### src/rtl/uart_cmd_pkg.sv
// uart_cmd_pkg: shared types and constants for the UART command parser.
// Checksum byte support is selected with UART_CMD_CHECKSUM_EN.
package uart_cmd_pkg;

  typedef logic [2:0] state_t;

  localparam state_t IDLE  = 3'd0;
  localparam state_t ADDR  = 3'd1;
  localparam state_t DATA  = 3'd2;
  localparam state_t CSUM  = 3'd3;
  localparam state_t ISSUE = 3'd4;

  typedef logic [1:0] err_code_t;

  localparam err_code_t ERR_CSUM    = 2'd0;
  localparam err_code_t ERR_BADCMD  = 2'd1;
  localparam err_code_t ERR_TIMEOUT = 2'd2;
  localparam err_code_t ERR_OVERRUN = 2'd3;

  localparam logic [7:0] CMD_WRITE = 8'h57;
  localparam logic [7:0] CMD_READ  = 8'h52;

endpackage

### src/rtl/uart_byte_strobe.sv
// uart_byte_strobe: one-cycle strobe on each rising edge of rx_finish.
// Edge register resets high so a flag held across reset release is ignored.
module uart_byte_strobe (
  input  logic       clk,
  input  logic       rst_n,
  input  logic       rx_finish,
  input  logic [7:0] rx_data,
  output logic       strobe,
  output logic [7:0] byte_data
);

  logic finish_q;

  always_ff @(posedge clk) begin
    if (!rst_n) finish_q <= 1'b1;
    else        finish_q <= rx_finish;
  end

  assign strobe    = rx_finish & ~finish_q;
  assign byte_data = rx_data;

endmodule

### src/rtl/uart_cmd_parser.sv
// uart_cmd_parser: assembles SDRAM read/write requests from UART bytes.
// Define UART_CMD_CHECKSUM_EN for a trailing XOR checksum byte per packet.
module uart_cmd_parser
  import uart_cmd_pkg::*;
#(
  parameter int ADDR_BYTES     = 3,
  parameter int DATA_BYTES     = 2,
  parameter int TIMEOUT_CYCLES = 500000
) (
  input  logic                    clk,
  input  logic                    rst_n,
  input  logic                    rx_finish,
  input  logic [7:0]              rx_data,
  output logic                    req_valid,
  input  logic                    req_ready,
  output logic                    req_write,
  output logic [ADDR_BYTES*8-1:0] req_addr,
  output logic [DATA_BYTES*8-1:0] req_wdata,
  output logic                    err_valid,
  output logic [1:0]              err_code
);

  localparam int AW   = ADDR_BYTES * 8;
  localparam int DW   = DATA_BYTES * 8;
  localparam int MAXB = (ADDR_BYTES > DATA_BYTES) ? ADDR_BYTES : DATA_BYTES;
  localparam int CW   = $clog2(MAXB + 1);
  localparam int TW   = $clog2(TIMEOUT_CYCLES + 1);

  localparam logic [CW-1:0] ALAST = CW'(ADDR_BYTES - 1);
  localparam logic [CW-1:0] DLAST = CW'(DATA_BYTES - 1);
  localparam logic [TW-1:0] TLAST = TW'(TIMEOUT_CYCLES - 1);
  localparam logic [TW-1:0] TMAX  = TW'(TIMEOUT_CYCLES);

`ifdef UART_CMD_CHECKSUM_EN
  localparam state_t TAIL = CSUM;
`else
  localparam state_t TAIL = ISSUE;
`endif

  logic          strobe;
  logic [7:0]    byte_data;
  state_t        state;
  logic [CW-1:0] byte_cnt;
  logic [TW-1:0] idle_cnt;
  logic          timed;
  logic          timeout;

`ifdef UART_CMD_CHECKSUM_EN
  logic [7:0] csum;
`endif

  uart_byte_strobe u_strobe (
    .clk       (clk),
    .rst_n     (rst_n),
    .rx_finish (rx_finish),
    .rx_data   (rx_data),
    .strobe    (strobe),
    .byte_data (byte_data)
  );

  assign timed     = (state == ADDR) || (state == DATA) || (state == CSUM);
  assign timeout   = timed && !strobe && (idle_cnt == TLAST);
  assign req_valid = (state == ISSUE);

  // Idle counter only runs mid-packet; it saturates at the limit.
  always_ff @(posedge clk) begin
    if (!rst_n || strobe || !timed) idle_cnt <= '0;
    else if (idle_cnt != TMAX)      idle_cnt <= idle_cnt + 1'b1;
  end

  always_ff @(posedge clk) begin
    if (!rst_n) begin
      state     <= IDLE;
      byte_cnt  <= '0;
      req_write <= 1'b0;
      req_addr  <= '0;
      req_wdata <= '0;
      err_valid <= 1'b0;
      err_code  <= '0;
`ifdef UART_CMD_CHECKSUM_EN
      csum      <= '0;
`endif
    end else begin
      err_valid <= 1'b0;
      unique case (state)
        IDLE: begin
          if (strobe) begin
            byte_cnt <= '0;
            if (byte_data == CMD_WRITE || byte_data == CMD_READ) begin
              req_write <= (byte_data == CMD_WRITE);
              state     <= ADDR;
`ifdef UART_CMD_CHECKSUM_EN
              csum      <= byte_data;
`endif
            end else begin
              err_valid <= 1'b1;
              err_code  <= ERR_BADCMD;
            end
          end
        end
        ADDR: begin
          if (strobe) begin
            req_addr <= (req_addr << 8) | AW'(byte_data);
`ifdef UART_CMD_CHECKSUM_EN
            csum     <= csum ^ byte_data;
`endif
            if (byte_cnt == ALAST) begin
              byte_cnt <= '0;
              state    <= req_write ? DATA : TAIL;
            end else begin
              byte_cnt <= byte_cnt + 1'b1;
            end
          end else if (timeout) begin
            state     <= IDLE;
            err_valid <= 1'b1;
            err_code  <= ERR_TIMEOUT;
          end
        end
        DATA: begin
          if (strobe) begin
            req_wdata <= (req_wdata << 8) | DW'(byte_data);
`ifdef UART_CMD_CHECKSUM_EN
            csum      <= csum ^ byte_data;
`endif
            if (byte_cnt == DLAST) begin
              byte_cnt <= '0;
              state    <= TAIL;
            end else begin
              byte_cnt <= byte_cnt + 1'b1;
            end
          end else if (timeout) begin
            state     <= IDLE;
            err_valid <= 1'b1;
            err_code  <= ERR_TIMEOUT;
          end
        end
`ifdef UART_CMD_CHECKSUM_EN
        CSUM: begin
          if (strobe) begin
            if (byte_data == csum) begin
              state <= ISSUE;
            end else begin
              state     <= IDLE;
              err_valid <= 1'b1;
              err_code  <= ERR_CSUM;
            end
          end else if (timeout) begin
            state     <= IDLE;
            err_valid <= 1'b1;
            err_code  <= ERR_TIMEOUT;
          end
        end
`endif
        ISSUE: begin
          // A byte arriving while a request is pending is dropped.
          if (strobe) begin
            err_valid <= 1'b1;
            err_code  <= ERR_OVERRUN;
          end
          if (req_ready) state <= IDLE;
        end
        default: state <= IDLE;
      endcase
    end
  end

endmodule

### config.mk
export PLATFORM = sky130hd
export DESIGN_NAME = uart_cmd_parser
export DESIGN_NICKNAME = d
export VERILOG_FILES = /design/src/rtl/uart_cmd_pkg.sv /design/src/rtl/uart_byte_strobe.sv /design/src/rtl/uart_cmd_parser.sv
export SDC_FILE = /design/constraint.sdc
export NUM_CORES = 1
export LEC_CHECK = 0
export ABC_AREA = 1
export CORE_AREA = 2 2 86 71
export DETAILED_ROUTE_END_ITERATION = 10
export DIE_AREA = 0 0 88 73
export PLACE_DENSITY = 0.84
export SYNTH_ARGS = -nofsm -noshare
export SYNTH_HDL_FRONTEND = slang
export SYNTH_HIERARCHICAL = 1
export SYNTH_SLANG_ARGS = --single-unit
### constraint.sdc
create_clock -name clk -period 2.63 [get_ports clk]
set_clock_uncertainty 0.05 [all_clocks]
set_input_delay 0.526 -clock clk [delete_from_list [all_inputs] [get_ports clk]]
set_output_delay 0.526 -clock clk [all_outputs]
set_load 0.02 [all_outputs]
==> results.py <==
metrics = {
    "cts": {
        "cts_tree": "yes",
        "post_cts.repair.setup_buffers": 0,
        "cts_buffer_depth": 2,
        "path_clk_slew_ps": 70,
        "post_cts_resize_count": 0,
        "cts.htree.levels": 3,
        "total_number_of_clock_tree_sinks": 69,
        "worst_skew_pair.late_latency_ps": 350,
        "cts_buffers": 9,
        "cts_root_buffer": "clkbuf_8",
        "cts_hold_repair.buffers": 0,
    },
    "power": {
        "power_frac_seq_pct": 52.9,
        "switching_part_of_the_total_pct": 23.4,
        "internal_power_mw": 1.52,
        "power.clock.fraction_pct": 43.7,
        "total_leakage_power_nw": 1.40,
        "ir_drop_v": 0.000282,
        "p_comb_share_pct": 3.4,
        "power.net_switching_mw": 0.464,
        "power.total_mw": 1.98,
        "pwr_density_cell_nw_per_um2": 526,
    },
    "setup_path": {
        "worstReg2RegStart": "idle_cnt[0]",
        "worstPathMaxFanout": 4,
        "crit_required_ps": 2050,
        "critPathKind": "register to output port",
        "critical_path_slowest_stage_cell": "clkdlybuf4s50_1",
        "timing.critical_path.slowest_cell_delay_ps": 650,
        "number_of_cell_instances_on_the_worst_register_to_register_path": 6,
        "worstSetupStartpointType": "register",
        "critical_path_arrival_ps": 1760,
        "worst-r2r-setup-slack_ps": 910,
        "crit_path_end_kind": "output port",
        "worstPathCellList": "nor2_2 > inv_2 > nor2_1 > clkdlybuf4s50_1",
        "timing.rr.end": "idle_cnt[14]",
    },
    "grt": {
        "grt_pass1_wl_um": 11000,
        "grt_overflow": 0,
        "antenna_found_initial": 0,
        "grt_max_degree": 47,
        "gr-usage-all-layers_pct": 22.0,
        "grt_pass1_vias": 2466,
    },
    "drt": {
        "first_pass_iteration_count_of_the_detailed_router": 5,
        "final_antenna_net_count": 0,
        "postRouteWirelength_um": 6530,
        "drt_iter0_drc": 190,
        "residual_drc_count": 0,
        "wl_per_cell_um": 12.0,
        "detail_route.vias_per_cell": 5.07,
        "route.vias.total": 2756,
    },
    "timing": {
        "period_minus_slack_ps": 2330,
        "least_margin_pin_slew_ps": 456,
        "final-hold-violation-count": 0,
        "fmaxAchievable_mhz": 428,
        "worst_slew_margin_rel_pct": 69.6,
        "rsz_0062_raised_after_global_routing": "false",
        "postLayoutSetupSlackWorst_ps": 296,
        "setup_tns_ps": 0,
        "timing.final.max_slew_violations": 0,
        "final_min_period_over_clock_period_pct": 88.8,
        "setup_viol": 0,
    },
    "worst_hold_path": {
        "min-delay-start": "idle_cnt[18]",
        "timing.hold.worst.class": "register to register",
        "hold_path_depth": 2,
        "timing.hold.worst_endpoint": "idle_cnt[18]",
    },
    "layout": {
        "net_count_reported_at_finish": 472,
        "regArea_um2": 1380,
        "layout_common_cells": "77 x nor2_1, 69 x dfxtp_1, 56 x clkdlybuf4s50_1",
        "multi_input_combinational_cell_area_um2": 1320,
        "final_cell_area_um2": 3770,
        "flow.area_growth_from_synthesis_pct": 24.6,
        "drive_gt1_share_pct": 10.4,
        "final_common_cell": "nor2_1",
        "diodes": 0,
        "fillCellCount": 476,
    },
    "synthesis": {
        "share_of_flip_flops_with_an_asynchronous_set_or_reset_pct": 0,
        "synthCells": 411,
        "synth.distinct_cells": 29,
        "synth_area_per_cell_um2": 7.36,
        "dominantRegCellSynth": "dfxtp_1",
        "synth_sequential_area_ratio_pct": 45.6,
        "netlist_top_cells_area": "dfxtp_1 46%, nor2_1 9.5%, o21ai_0 7.3%",
        "yosysWarningCount": 6,
        "synthDominantCellAreaShare_pct": 45.6,
        "mappedNetlistArea_um2": 3030,
        "synth.largest_area_cell": "dfxtp_1",
        "postSynthNetCount": 425,
        "synth_enable_flop_cells": 0,
        "synth_seq_cells": 69,
    },
    "floorplanning": {
        "die_ar_um2": 6420,
        "core_region_area_um2": 5660,
        "row_count": 25,
        "die_height_um": 73,
        "design.portCount": 57,
        "initial_utilization_pct": 53.5,
        "fp.dieW_um": 88,
    },
    "job": {
        "maxCapViolCount": 0,
    },
    "placed_design": {
        "place_hpwl_um": 4650,
        "dpl-instance-area_um2": 3570,
        "place_congestion": 0.933,
        "pre_cts_slack_ps": 300,
        "port-buffer-count": 56,
    },
    "run_status": {
        "run_status": "finished, final reports clean",
    },
}
critical path, delay by kind of cell, from the launching register on:
family / cells / cell delay, ps
flip-flops: 1 / 350
buffers and inverters: 2 / 710
AND/OR/NAND/NOR: 2 / 370
cells by family (layout without fill, tap and decap cells):
logic type | after synthesis | after routing | synth area share, %
xor gates and xnor gates | 3 | 3 | 0.868
buffers and inverters | 72 | 124 | 10.6
and+or+nand+nor | 172 | 172 | 26.4
DFF | 69 | 69 | 45.6
adders and majority gates | 2 | 2 | 0.827
AOI/OAI and AO/OA | 93 | 93 | 15.6
routing by layer:
metal	part of all wire, %	up-vias	wire, um	GRT usage [%]
li1	-	1416	-	-
met1	48	1235	3120	29.2
met2	44	91	2870	32.6
met3	5.8	14	378	6.11
met4	2.5	0	165	11.6
met5	0	-	0	0
final cells by class:
| cell class | instances | share of cell area [%] |
|---|---|---|
| Clock buffer | 9 | 3.28 |
| Clock inverter | 7 | 1.99 |
| Inverter | 49 | 4.88 |
| Multi-Input combinational cell | 270 | 35.1 |
| Sequential cell | 69 | 36.6 |
| Tap cell | 81 | 2.69 |
| Timing Repair Buffer | 59 | 15.5 |
registers in the layout, summed over array words and instances (netlist names):
name	cells
byte_cnt	2
err_code	2
err_valid	1
idle_cnt	19
req_addr	24
req_wdata	16
req_write	1
state	3
u_strobe/finish_q	1
worst max path at each step:
| stage | from | endpoint | depth (start not counted) |
|---|---|---|---|
| finish | state[0] | req_valid | 4 |
| global route | state[0] | req_valid | 4 |
| CTS | state[0] | req_valid | 4 |
| detailed placement | rx_finish | byte_cnt[0] | 7 |
| global placement | rx_finish | byte_cnt[0] | 7 |
| floorplan | rx_finish | err_code[0] | 11 |
power groups by stage:
| stage | clock [mW] | sequential [mW] | combinational (mW) |
|---|---|---|---|
| finish | 0.866 | 1.05 | 0.0680 |
| global route | 0.922 | 1.05 | 0.0743 |
| CTS | 0.884 | 1.05 | 0.0671 |
| detailed placement | 0 | 1.07 | 0.0664 |
| global placement | 0 | 1.07 | 0.0662 |
| floorplan | 0 | 1.08 | 0.0438 |
cells in the mapped netlist (all sizes together) (2+ instances only):
library cell / instances
nor2: 89
dfxtp: 69
o21ai: 57
inv: 49
nand2: 43
a21oi: 32
buf: 19
nand3: 18
nor3: 10
nand4: 7
clkbuf: 4
or2: 4
xor2: 3
ha: 2
through the flow:
stage | std cells | hold slack (ps) | utilization [%]
floorplan | 411 | 389 | -
global placement | 528 | 398 | 63.1
detailed placement | 528 | 408 | 63.1
CTS | 544 | 420 | 66.6
global route | 544 | 447 | 66.6
finish | 544 | 414 | 66.6
Power figures use the tool's default switching activity.
